## config.mk

```make
export PLATFORM = sky130hd
export DESIGN_NAME = bf16_result_buffer
export DESIGN_NICKNAME = d
export VERILOG_FILES = /design/src/rtl/bf16_result_buffer.sv
export SDC_FILE = /design/constraint.sdc
export NUM_CORES = 1
export LEC_CHECK = 0
export CAP_MARGIN = 10
export CORE_MARGIN = 1.5
export CORE_UTILIZATION = 54
export DETAILED_ROUTE_END_ITERATION = 16
export GPL_TIMING_DRIVEN = 0
export HOLD_SLACK_MARGIN = 0.02
export MAX_ROUTING_LAYER = met4
export PLACE_DENSITY = 0.84
export SLEW_MARGIN = 20
export SYNTH_ARGS = -nofsm -noshare
export SYNTH_HDL_FRONTEND = slang
export SYNTH_SLANG_ARGS = --single-unit
```

## constraint.sdc

```tcl
create_clock -name clk -period 2.4 [get_ports clk]
set_input_delay 0.36 -clock clk [delete_from_list [all_inputs] [get_ports clk]]
set_output_delay 0.36 -clock clk [all_outputs]
set_load 0.1 [all_outputs]
```

## src/rtl/bf16_result_buffer.sv

```systemverilog
// Result buffer behind bf16_accelerator_top: captures every flagged result
// with its fpcsr and op code, presents them in order on a valid/ready port,
// and keeps sticky exception and overflow indicators for software.
module bf16_result_buffer #(
  parameter int unsigned DEPTH    = 4,
  parameter int unsigned AF_LEVEL = 3
) (
  input  logic                       clk,
  input  logic                       rst,
  input  logic                       in_valid,
  input  logic [31:0]                in_result,
  input  logic [3:0]                 in_fpcsr,
  input  logic [3:0]                 in_op,
  output logic                       out_valid,
  input  logic                       out_ready,
  output logic [31:0]                out_result,
  output logic [3:0]                 out_fpcsr,
  output logic [3:0]                 out_op,
  output logic [$clog2(DEPTH):0]     count,
  output logic                       almost_full,
  output logic [3:0]                 sticky_fpcsr,
  output logic                       overflow,
  input  logic                       clear_sticky
);

  localparam int unsigned AW = $clog2(DEPTH);
  localparam int unsigned CW = AW + 1;
  localparam logic [CW-1:0] FULL_COUNT = CW'(DEPTH);
  localparam logic [CW-1:0] AF_COUNT   = CW'(AF_LEVEL);

  logic [31:0]   result_mem [DEPTH];
  logic [3:0]    fpcsr_mem  [DEPTH];
  logic [3:0]    op_mem     [DEPTH];

  logic [AW-1:0] wp;
  logic [AW-1:0] rp;
  logic          full;
  logic          pop;
  logic          accept;
  logic          drop;

  // Handshake decode; a push at full is only taken when the head leaves too.
  always_comb begin
    full   = (count == FULL_COUNT);
    pop    = out_valid & out_ready;
    accept = in_valid & (~full | pop);
    drop   = in_valid & full & ~pop;
  end

  // Head presentation, masked to zero while the buffer is empty.
  always_comb begin
    out_valid   = (count != '0);
    almost_full = (count >= AF_COUNT);
    out_result  = '0;
    out_fpcsr   = '0;
    out_op      = '0;
    if (out_valid) begin
      out_result = result_mem[rp];
      out_fpcsr  = fpcsr_mem[rp];
      out_op     = op_mem[rp];
    end
  end

  // Entry storage; contents are don't-care until written, so no reset.
  always_ff @(posedge clk) begin
    if (accept) begin
      result_mem[wp] <= in_result;
      fpcsr_mem[wp]  <= in_fpcsr;
      op_mem[wp]     <= in_op;
    end
  end

  // Pointers and occupancy; pointers wrap naturally at DEPTH.
  always_ff @(posedge clk or posedge rst) begin
    if (rst) begin
      wp    <= '0;
      rp    <= '0;
      count <= '0;
    end else begin
      if (accept) wp <= wp + 1'b1;
      if (pop)    rp <= rp + 1'b1;
      count <= count + {{AW{1'b0}}, accept} - {{AW{1'b0}}, pop};
    end
  end

  // Sticky flags: a same-cycle event always wins over clear_sticky.
  always_ff @(posedge clk or posedge rst) begin
    if (rst) begin
      sticky_fpcsr <= '0;
      overflow     <= 1'b0;
    end else begin
      if (in_valid)
        sticky_fpcsr <= (clear_sticky ? 4'b0000 : sticky_fpcsr) | in_fpcsr;
      else if (clear_sticky)
        sticky_fpcsr <= '0;
      if (drop)
        overflow <= 1'b1;
      else if (clear_sticky)
        overflow <= 1'b0;
    end
  end

endmodule

```

# ---- Yosys cells after proc, flatten, opt, wreduce, memory -nomap -nowiden
# Memory sizes are Yosys's and may differ from the RTL's.
# Index checks and enable logic that the tools add are counted.
dict set report totals {
  word_cells 33
  regBits 12
  ram_bits 160
  in_bits 45
  mem_count 3
}
# memory words word_bits read_ports rd_ports_with_merged_regs write_ports line
set mem_list {}
lappend mem_list {result_mem 4 32 1 0 1 31} ;# logic [31:0] result_mem [DEPTH];
lappend mem_list {fpcsr_mem 4 4 1 0 1 32} ;# logic [3:0] fpcsr_mem [DEPTH];
lappend mem_list {op_mem 4 4 1 0 1 33} ;# logic [3:0] op_mem [DEPTH];
dict set report classes {
  addsub 4
  eq_ne 1
  n_reduce_logical 2
  order_cmp 1
  n_bitwise 8
  muxes 9
}
# cell count
set ops {}
lappend ops {{two-way mux 32 bit} 1}
lappend ops {{two-way mux 4 bit} 4}
lappend ops {{adder 2 x 1 -> 2 bit, second input constant} 2}
lappend ops {{bitwise AND 1 bit} 4}
lappend ops {{two-way mux 1 bit} 4}
lappend ops {{OR 4 bit} 1}
lappend ops {{adder 3 x 1 -> 3 bit} 1}
lappend ops {{== test 3 bit, second input constant} 1}
lappend ops {{>= comparator 3 x 2 -> 1 bit, second input constant} 1}
lappend ops {{nonzero test 3 bit} 1}
lappend ops {{subtractor 3 x 1 -> 3 bit} 1}
lappend ops {{inverter 1 bit} 2}
lappend ops {{nonzero test 2 bit} 1}
lappend ops {{OR 1 bit} 1}

# ---- Logic depth before layout (Yosys ltp)
dict set report logic_depth {
  ltp_word 6
  depth_mapped 8
  ltp_nobuf 8
}

# ---- Least setup slack after synthesis
# OpenSTA, ideal clock, no wires.
dict set report synth_path {
  kind {register to output}
  start {register count[1]}
  end {output port out_result[22]}
  slack_ps -1180
  stages_incl_launch_ff 5
  t_arrival_ps 3220
  path_cell_list {dfrtp_1 > or3_1 > clkbuf_1 > clkbuf_1 > and2_1}
}
dict set report synth_via {
  elab_chain_cells 2
}
# item line
set synth_lines {}
lappend synth_lines {{start, declared} 19} ;# output logic [$clog2(DEPTH):0] count,
lappend synth_lines {{start signal, assigned} 82} ;# count <= count + {{AW{1'b0}}, accept} - {{AW{1'b0}}, pop};
lappend synth_lines {{nonzero test 3 bit} 52} ;# out_valid = (count != '0);
lappend synth_lines {{named net out_valid} 14} ;# output logic out_valid,
lappend synth_lines {{two-way mux 32 bit} 57} ;# if (out_valid) begin
lappend synth_lines {{end, declared} 16} ;# output logic [31:0] out_result,
# The timed path passes the listed nets, and every way through them passes these cells.

# ---- Worst setup path in the final report
dict set report layout_path {
  start {register count[1]}
  end {output port count[1]}
}
# No word-level cell between the ends.

==> flow_summary.toml <==
[global_routing]
grt_pass1_vias = 3404
antenna_found_initial = 0
gr-total-overflow = 0
grt_use_total = 0.204
grt_max_degree = 41
grt_pass1_wl_um = 18400

[critical_path]
crit_type = "reg -> out"
ff2ff_path_depth = 8
cp.depth = 1
path_cells = "clkdlybuf4s50_1"
cp_max_fo = 6
startpoint_type = "flip-flop"
endpoint_kind = "output port"
startpoint = "count[1]"
cpPeakStageDelay_ns = 1.14
r2r_start = "count[0]"
required_ns = 2.04
crit_family = "buffers and inverters"
critical_path_arrival_ns = 2.00
crit_slowest_cell = "clkdlybuf4s50_1"
path_buf_inv = 1

[finish]
diodes = 0
syn2layout_area_growth_pct = 28.7
final_nets = 480
design_area_um2 = 8640
drive_gt1_frac = 0.339

[synthesis]
synth_edf_count = 160
synthCells = 314
synthMuxAreaShare = 0.137
synthFlopType = "edfxtp_1"
yosys.area_share.adder = 0.0160
synth_fp_nets = 367
synthTopCellsByCount = "edfxtp_1 (160), and2_1 (45), mux4_2 (38)"
ys_types = 21
ys_warn_count = 0
synthSimpleGateAreaFrac = 0.0492
synth_seq_area_share = 0.761
synthTopCellsByArea = "edfxtp_1 (72%), mux4_2 (13%), dfrtp_1 (4.5%)"
synth_top_family_by_area = "multiplexers"
synth.top_cell.area_share = 0.716
ys_ff_latch = 172
syn_area_per_cell_um2 = 21.4
synth_xor_area_frac = 0.00522
synth_most_common_cell = "edfxtp_1"
synth_area_um2 = 6710
ys_async_sr_fraction = 0.0698
synth_compound_area_frac = 0.00448
yosysTopAreaCell = "edfxtp_1"

[place]
place_ws_ns = -0.472
io_buffers = 94
hpwl_um = 7020
place_area_um2 = 7900
place.gp.congestion = 0.678

[sta]
layout_min_cycle_time_ns = 2.36
hold_viol_final = 0
fin_skew_ns = 0.0132
tightest_slew_ns = 0.997
setup_viol = 0
setup_slack_ns = 0.0367
slew_headroom = 0.333
fin_tns_setup_ns = 0
holdWs_ns = 0.256
max_freq_mhz = 423
rsz0062_at_grt = "true"
fin_crit_sh = 0.985
drv_slew = 0

[clock_tree]
htree_levels = 4
cts.sinks = 172
clk_pin_slew_worst_paths_ns = 0.06
clock_path_buffers = 2
cts_setup_buffers = 0
cts-root-buf = "clkbuf_16"
postCtsHoldBufs = 0
cts_buffers = 17
worstSkewPairLatency_ns = 0.42
cts_tree = "yes"

[hold_path]
hold_path.class = "in -> async"

[route]
drtAntennaViolNets = 0
initialDrtViolationCount = 161
drt-total-wl_um = 11800
vias_per_cell = 5.33
drc = 0
drt-pass1-iter-count = 5
vias = 3239
wl_per_cell_um = 19.4

[floorplan]
die_area_um2 = 13100
die_w_um = 114
initial_core_util = 0.556
ioPinCount = 95
rows = 40
die_height_um = 114
fp.coreArea_um2 = 12100

[job]
cap_violations = 0

[outcome]
run_status = "completed"
layout make-up:
cell class / instances / area (um^2)
Inverter: 13 / 48.8
Multi-Input combinational cell: 114 / 1470
Fill cell: 743 / 3420
Timing Repair Buffer: 95 / 991
Tap cell: 168 / 210
Sequential cell: 172 / 5120
Clock buffer: 25 / 539
Buffer: 14 / 191
Clock inverter: 7 / 76.3
routing by layer:
metal,global-route usage,vias to the layer above,part of all wire
met5,-,-,0
met4,0.0725,0,0.0069
met3,0.0529,8,0.048
met2,0.319,97,0.53
met1,0.264,1670,0.42
li1,-,1464,-
cell families after synthesis:
family | count (synthesis)
compound gates | 6
xor+xnor | 4
fa+ha+maj | 8
buf+inv | 28
flops | 172
mux | 41
simple gates | 55
final timing paths:
check                      slack, ns  endpoint
max                             0.04  count[1]
min                             0.26  overflow
max reg2reg                     0.07  count[2]
min reg2reg                     0.54  overflow
max in group asynchronous       1.78  count[1]
min in group clk                0.54  overflow
per-stage QoR:
stage | std cells | utilization
floorplan | 314 | -
global placement | 576 | 0.655
detailed placement | 576 | 0.655
CTS | 608 | 0.709
global route | 608 | 0.716
finish | 608 | 0.716
sequential cells by signal, summed over array words and instances (netlist names):
| register | count |
|---|---|
| count | 3 |
| fpcsr_mem | 16 |
| op_mem | 16 |
| overflow | 1 |
| result_mem | 128 |
| rp | 2 |
| sticky_fpcsr | 4 |
| wp | 2 |
repair_timing:
item / CTS / global route
resized for setup: 285 / 17
setup endpoints to repair: 202 / 60
pin swaps: 0 / 0
cell usage in the layout (no fill, tap or decap):
cell	synthesis	layout
mux4_1	2	2
nor2b_2	0	1
clkinv_2	0	1
mux4_2	38	38
edfxtp_1	160	160
xor2_1	2	2
buf_2	4	2
and2_1	45	28
nand3_1	1	1
clkinvlp_4	0	2
buf_8	0	1
buf_4	0	11
and2_4	0	4
or3_4	0	1
clkinv_4	0	3
o21ai_0	6	6
clkdlybuf4s50_1	0	52
dfrtp_4	0	3
clkbuf_8	0	6
fa_2	0	1
nor4b_2	0	1
mux2_2	1	1
inv_1	13	13
clkbuf_1	6	3
clkdlybuf4s15_2	0	1
buf_12	4	5
and2_2	0	13
bufinv_16	0	1
buf_6	1	32
dfrtp_1	12	9
clkbuf_16	0	20
xnor2_1	2	2
nand2_1	6	6
ha_1	7	7
buf_16	0	1
Power is not shown: default switching activity piles up to over one toggle a cycle in this logic, so the estimate is an artifact.
